[config.mk]
export PLATFORM = sky130hd
export DESIGN_NAME = ascon_intr_axil_slave
export DESIGN_NICKNAME = d
export VERILOG_FILES = /design/src/rtl/ascon_intr_axil_slave.sv
export SDC_FILE = /design/constraint.sdc
export NUM_CORES = 1
export LEC_CHECK = 0
export CORE_MARGIN = 2
export CORE_UTILIZATION = 26
export CTS_CLUSTER_DIAMETER = 100
export DETAILED_ROUTE_END_ITERATION = 7
export PLACE_DENSITY = 0.89
export SLEW_MARGIN = 30
export SYNTH_ARGS = -nofsm -noshare
export SYNTH_HDL_FRONTEND = slang
export SYNTH_SLANG_ARGS = --single-unit
export TNS_END_PERCENT = 100
[constraint.sdc]
create_clock -name ACLK -period 1.3 [get_ports ACLK]
set_clock_uncertainty 0.05 [all_clocks]
set_input_delay 0.13 -clock ACLK [delete_from_list [all_inputs] [get_ports ACLK]]
set_output_delay 0.13 -clock ACLK [all_outputs]
set_load 0.05 [all_outputs]
[src/rtl/ascon_intr_axil_slave.sv]
// AXI4-Lite interrupt controller for the ASCON core: latches source events into ISR,
// masks them with IER/GIE and drives a registered irq output.
module ascon_intr_axil_slave #(
    parameter int          C_NUM_OF_INTR       = 1,
    parameter int          C_S_AXI_DATA_WIDTH  = 32,
    parameter int          C_S_AXI_ADDR_WIDTH  = 5,
    parameter logic [31:0] C_INTR_SENSITIVITY  = 32'hFFFFFFFF,
    parameter logic [31:0] C_INTR_ACTIVE_STATE = 32'hFFFFFFFF,
    parameter int          C_IRQ_SENSITIVITY   = 1,
    parameter bit          C_IRQ_ACTIVE_STATE  = 1'b1
) (
    input  logic                            ACLK,
    input  logic                            ARESET,
    input  logic [C_NUM_OF_INTR-1:0]        intr_src,
    output logic                            irq,
    input  logic [C_S_AXI_ADDR_WIDTH-1:0]   S_AXI_AWADDR,
    input  logic [2:0]                      S_AXI_AWPROT,
    input  logic                            S_AXI_AWVALID,
    output logic                            S_AXI_AWREADY,
    input  logic [C_S_AXI_DATA_WIDTH-1:0]   S_AXI_WDATA,
    input  logic [C_S_AXI_DATA_WIDTH/8-1:0] S_AXI_WSTRB,
    input  logic                            S_AXI_WVALID,
    output logic                            S_AXI_WREADY,
    output logic [1:0]                      S_AXI_BRESP,
    output logic                            S_AXI_BVALID,
    input  logic                            S_AXI_BREADY,
    input  logic [C_S_AXI_ADDR_WIDTH-1:0]   S_AXI_ARADDR,
    input  logic [2:0]                      S_AXI_ARPROT,
    input  logic                            S_AXI_ARVALID,
    output logic                            S_AXI_ARREADY,
    output logic [C_S_AXI_DATA_WIDTH-1:0]   S_AXI_RDATA,
    output logic [1:0]                      S_AXI_RRESP,
    output logic                            S_AXI_RVALID,
    input  logic                            S_AXI_RREADY
);
    localparam int DW = C_S_AXI_DATA_WIDTH;
    localparam int N  = C_NUM_OF_INTR;
    localparam logic [N-1:0] EDGE_MODE = C_INTR_SENSITIVITY[N-1:0];
    localparam logic [N-1:0] ACT_HIGH  = C_INTR_ACTIVE_STATE[N-1:0];
    localparam logic [2:0] REG_GIE = 3'd0;
    localparam logic [2:0] REG_IER = 3'd1;
    localparam logic [2:0] REG_ISR = 3'd2;
    localparam logic [2:0] REG_IAR = 3'd3;
    localparam logic [2:0] REG_IPR = 3'd4;

    logic                          aw_held, w_held, bvalid, rvalid;
    logic [C_S_AXI_ADDR_WIDTH-1:0] awaddr_q;
    logic [DW-1:0]                 wdata_q, wmask, wbits, ier_wr, rd_mux, rdata;
    logic [DW-1:0]                 ier_ext, isr_ext, ipr_ext;
    logic [DW/8-1:0]               wstrb_q;
    logic                          gie, cond, cond_q, irq_q, irq_set;
    logic [N-1:0]                  ier, isr, src_prev, norm, event_hit, ack;
    logic                          aw_hs, w_hs, ar_hs, commit;
    logic [2:0]                    widx, ridx;

    assign S_AXI_AWREADY = ~ARESET & ~aw_held & ~bvalid;
    assign S_AXI_WREADY  = ~ARESET & ~w_held & ~bvalid;
    assign S_AXI_ARREADY = ~ARESET & ~rvalid;
    assign S_AXI_BVALID  = bvalid;
    assign S_AXI_BRESP   = 2'b00;
    assign S_AXI_RVALID  = rvalid;
    assign S_AXI_RRESP   = 2'b00;
    assign S_AXI_RDATA   = rdata;

    assign aw_hs  = S_AXI_AWVALID & S_AXI_AWREADY;
    assign w_hs   = S_AXI_WVALID & S_AXI_WREADY;
    assign ar_hs  = S_AXI_ARVALID & S_AXI_ARREADY;
    assign commit = aw_held & w_held & ~bvalid;
    assign widx   = awaddr_q[4:2];
    assign ridx   = S_AXI_ARADDR[4:2];

    always_comb begin
        wmask   = '0;
        ier_ext = '0;
        isr_ext = '0;
        for (int b = 0; b < DW/8; b++)
            wmask[8*b +: 8] = {8{wstrb_q[b]}};
        ier_ext[N-1:0] = ier;
        isr_ext[N-1:0] = isr;
    end

    assign ipr_ext = isr_ext & ier_ext;
    assign wbits   = wdata_q & wmask;
    assign ier_wr  = (ier_ext & ~wmask) | wbits;
    assign ack     = (commit && widx == REG_IAR) ? wbits[N-1:0] : '0;

    // Sources are normalised so that 1 always means "active"; edge bits look for 0->1.
    assign norm      = intr_src ^ ~ACT_HIGH;
    assign event_hit = (EDGE_MODE & norm & ~src_prev) | (~EDGE_MODE & norm);

    always_comb begin
        rd_mux = '0;
        case (ridx)
            REG_GIE: rd_mux[0] = gie;
            REG_IER: rd_mux    = ier_ext;
            REG_ISR: rd_mux    = isr_ext;
            REG_IPR: rd_mux    = ipr_ext;
            default: rd_mux    = '0;
        endcase
    end

    always_ff @(posedge ACLK) begin
        if (ARESET) begin
            aw_held  <= 1'b0;
            w_held   <= 1'b0;
            bvalid   <= 1'b0;
            awaddr_q <= '0;
            wdata_q  <= '0;
            wstrb_q  <= '0;
        end else begin
            if (aw_hs) begin
                aw_held  <= 1'b1;
                awaddr_q <= S_AXI_AWADDR;
            end
            if (w_hs) begin
                w_held  <= 1'b1;
                wdata_q <= S_AXI_WDATA;
                wstrb_q <= S_AXI_WSTRB;
            end
            if (commit) begin
                bvalid <= 1'b1;
            end else if (bvalid && S_AXI_BREADY) begin
                bvalid  <= 1'b0;
                aw_held <= 1'b0;
                w_held  <= 1'b0;
            end
        end
    end

    always_ff @(posedge ACLK) begin
        if (ARESET) begin
            rvalid <= 1'b0;
            rdata  <= '0;
        end else if (ar_hs) begin
            rvalid <= 1'b1;
            rdata  <= rd_mux;
        end else if (rvalid && S_AXI_RREADY) begin
            rvalid <= 1'b0;
        end
    end

    // A same-cycle event beats the acknowledge for that bit.
    always_ff @(posedge ACLK) begin
        if (ARESET) begin
            gie      <= 1'b0;
            ier      <= '0;
            isr      <= '0;
            src_prev <= '0;
        end else begin
            src_prev <= norm;
            isr      <= (isr & ~ack) | event_hit;
            if (commit && widx == REG_GIE && wstrb_q[0])
                gie <= wdata_q[0];
            if (commit && widx == REG_IER)
                ier <= ier_wr[N-1:0];
        end
    end

    assign cond    = gie & |(isr & ier);
    assign irq_set = (C_IRQ_SENSITIVITY != 0) ? cond : (cond & ~cond_q);

    always_ff @(posedge ACLK) begin
        if (ARESET) begin
            cond_q <= 1'b0;
            irq_q  <= 1'b0;
        end else begin
            cond_q <= cond;
            irq_q  <= irq_set;
        end
    end

    assign irq = irq_q ^ ~C_IRQ_ACTIVE_STATE;

    logic unused;
    assign unused = ^{S_AXI_AWPROT, S_AXI_ARPROT, awaddr_q, S_AXI_ARADDR, ier_wr, wbits};
endmodule

# After elaboration in Yosys (flattened, before gate mapping)
# Index checks and enable logic that the tools add are counted.
# op_classes
n_reduce_logical	10
bitwise	27
n_eq_ne	5
mux	12
# ops
cell	count
1-bit AND	17
1-bit two-way mux	11
1-bit NOT	8
3-bit by 1-bit equality test with 1-bit output, second input constant	2
3-bit by 2-bit equality test with 1-bit output, second input constant	2
1-bit logical AND	6
3-bit zero test	2
1-bit one-hot mux with 4 select lines	1
2-bit nonzero test	2
3-bit equality test, second input constant	1
1-bit OR	2
# totals
output_inout_bits	42
reg_bits	48
wordCells	67

# Longest topological paths before layout
# depth
ltp_word	7
mapped_depth	4
ltp_nobuf	3

# Worst setup path before layout
# OpenSTA, ideal clock, no wires.
# synth_path
path_type	flip-flop to output port
from	register bvalid (netlist: S_AXI_BVALID)
to	output S_AXI_AWREADY
t_arrival_ns	1.789
required_ns	1.120
setup_slack_ns	-0.669
stages_incl_launch_ff	3
path_cell_list	dfxtp_1 buf_6 nor3_1
# synth_between
elab_chain_len	2
# synth_rtl
element	line	rtl
start, declared	46	logic aw_held, w_held, bvalid, rvalid;
start signal, assigned	106	bvalid <= 1'b0;
start signal, assigned	121	bvalid <= 1'b1;
start signal, assigned	123	bvalid <= 1'b0;
1-bit NOT	56	assign S_AXI_AWREADY = ~ARESET & ~aw_held & ~bvalid;
1-bit AND	56	
end, declared	19	output logic S_AXI_AWREADY,
# No other way between the ends.

# Worst setup path after layout
# layout_path
from	register bvalid (netlist: S_AXI_BVALID)
to	output S_AXI_WREADY
# layout_between
elab_chain_len	2
# layout_rtl
element	line	rtl
1-bit NOT	57	assign S_AXI_WREADY = ~ARESET & ~w_held & ~bvalid;
1-bit AND	57	
end, declared	23	output logic S_AXI_WREADY,
# No other way between the ends.

==> flow_summary.yaml <==
layout:
  multi_input_area_sq_um: 528
  nets: 196
  layout-drive-gt1-share: 0.200
  final-seq-area_sq_um: 309
  mostFrequentLayoutCell: "conb_1"
  diodes: 0
  fillers: 384
  finish.utilization: 0.356
  syn2layout_area_growth_pct: 33.5
  final_cell_mix: "35 x conb_1, 14 x clkdlybuf4s50_1, 12 x dfxtp_1"
die:
  die_w_um: 65.0
  die_h_um: 65.0
  start_util: 0.267
  io_pins: 102
  rows: 22
  dieArea_sq_um: 4230
  core-area_sq_um: 3630
cts:
  cts-root-buf: "clkbuf_8"
  clockBufferDepth: 2
  clkSinkCount: 15
  htree_levels: 1
  numCtsBuffers: 3
  cts.clk_slew.worst_paths_ns: 0.06
  cts_tree: "yes"
  clkLatencyLatePin_ns: 0.25
  ctsHoldBuffers: 0
setup_path:
  cp_slowest_cell: "dfxtp_4"
  crit_type: "register to output port"
  crit_required_ns: 1.12
  critPathMaxStageDelay_ns: 0.38
  worst-path-max-fanout: 6
  crit_arrival_ns: 1.08
  worst-r2r-cell-count: 4
  worstPathCellList: "buf_6, nor3_4, buf_12"
  cp-start-kind: "register"
  end_kind: "output port"
yosys:
  synth_area_leader_cell: "dfxtp_1"
  netlist_instances: 106
  synth_compound_area_frac: 0.0891
  synthTopCellsByArea: "dfxtp_1 31%, buf_4 27%, mux2i_1 6.2%"
  synth_edf_count: 0
  yosys_warnings: 0
  synth_flop_cell: "dfxtp_1"
  synth_top_family_by_area: "buffers and inverters"
  async_flop_share: 0
  syn_area_per_cell_sq_um: 9.14
  syn-cell-area_sq_um: 968
  synthXorXnorAreaFrac: 0
  post_synth_num_cell_types: 27
  synth-simple-area-share: 0.221
  ys_ff_latch: 15
  synth_adder_area_share: 0
  synth.area.mux_share: 0.0736
  synth_top_area_frac: 0.310
  ys_seq_area_frac: 0.310
global_route:
  antenna_found_initial: 0
  overflow: 0
  grt.total_usage: 0.0878
  grt_max_degree: 14
  grt_pass1_wl_mm: 2.84
  grt_pass1_vias: 648
timing:
  finalCriticalPeriod_ns: 1.26
  rsz0062_at_grt: "true"
  setup_viol: 0
  fin_hold_ws_ns: 0.394
  post-route-period-util: 0.972
  fmax_mhz: 792
  finalHoldViolCount: 0
  finalMaxSlewViolations: 0
  fin_ws_ns: 0.0370
worst_hold_path:
  holdPathStages: 2
  hold_path_class: "primary input to register"
placed_design:
  pre_cts_ws_ns: -0.260
  globalplace.congestion: 0.719
  hpwl_mm: 1.48
  io_buffers: 22
detailed_routing:
  drc: 0
  drt_pre_antenna_iters: 4
  via_per_inst: 3.93
  totalWireLength_mm: 1.84
  vias: 719
  ant_nets: 0
  drt_iter0_markers: 8
  wl_per_cell_um: 10.1
run:
  maxCapViolations: 0
pwr:
  peakVddDrop_uv: 312
  leakage_nw: 0.534
  powerDensity_nw_per_um2: 1080
run_status:
  status: "finished, final reports clean"
[Yosys cell counts (all sizes together) (2+ instances only)]
master and instances:
nand2b 3, dfxtp 15, nand2 2, nor2b 4, nor2 12, mux2i 6, nand4b 2, o21bai 2
nor4b 2, nor3 2, a21oi 4, a311oi 2, buf 37
[cell families (layout without fill, tap and decap cells)]
group | Yosys count | after routing
buf+inv | 39 | 34
simple gates | 32 | 32
flops | 15 | 15
compound gates | 12 | 12
mux | 7 | 7
other cells | 1 | 35
[power by group]
group / internal (mW) / switching (mW) / leakage [nW]
Clock: 0.212 / 0.165 / 0.0255
Sequential: 0.484 / 0.0300 / 0.124
Combinational: 0.159 / 0.347 / 0.384
[metrics by stage]
step	std cells	cell area [sq um]	setup TNS (ns)	power (mW)
finish	183	1290	0	1.40
global placement	177	1220	-1.42	1.01
detailed placement	177	1220	-1.80	1.02
floorplan	140	1130	-0.0618	0.962
CTS	183	1290	0	1.40
global route	183	1290	-0.0167	1.46
[flip-flops by register name, summed over array words and instances (netlist names), named ones only]
register      cells
irq               1
gie               1
awaddr_q          3
isr               1
wdata_q           1
wstrb_q           1
src_prev          1
S_AXI_RDATA       1
S_AXI_BVALID      1
w_held            1
S_AXI_RVALID      1
aw_held           1
[routing by layer]
metal	up-vias	share of wire	GRT usage
li1	348	-	-
met1	327	0.37	0.0898
met2	39	0.50	0.151
met3	5	0.10	0.0382
met4	0	0.018	0.0469
met5	-	0	0
[what timing repair did]
item / in CTS / in global routing
resized for setup: 4 / 2
endpoints found under the setup margin: 4 / 2
setup buffers: 2 / 0
pin swaps: 1 / 0
[final timing paths]
path	slack (ns)	to	startpoint
worst max-delay path	0.04	S_AXI_WREADY	S_AXI_BVALID$_SDFFE_PP0P_
worst min-delay path	0.39	S_AXI_RVALID$_SDFFE_PP0P_	S_AXI_RREADY
worst max register to register	0.09	gie$_SDFFE_PP0P_	w_held$_SDFF_PP0_
worst min register to register	0.46	awaddr_q[4]$_SDFFE_PP0P_	awaddr_q[4]$_SDFFE_PP0P_
[layout make-up]
cell class              count  share of cell area
well taps                  48              0.0465
flip-flops and latches     15               0.239
clock buffers               3              0.0319
clock inverters             1             0.00387
inverters                   1             0.00290
multi-input cells          86               0.409
repair buffers             29               0.267
[worst max-delay path, delay by kind of cell, from the launching register on]
family        cells  cell delay (ns)
simple gates      1             0.15
buf+inv           2             0.30
flops             1             0.38
No activity file was read; power rests on OpenSTA's default activity.
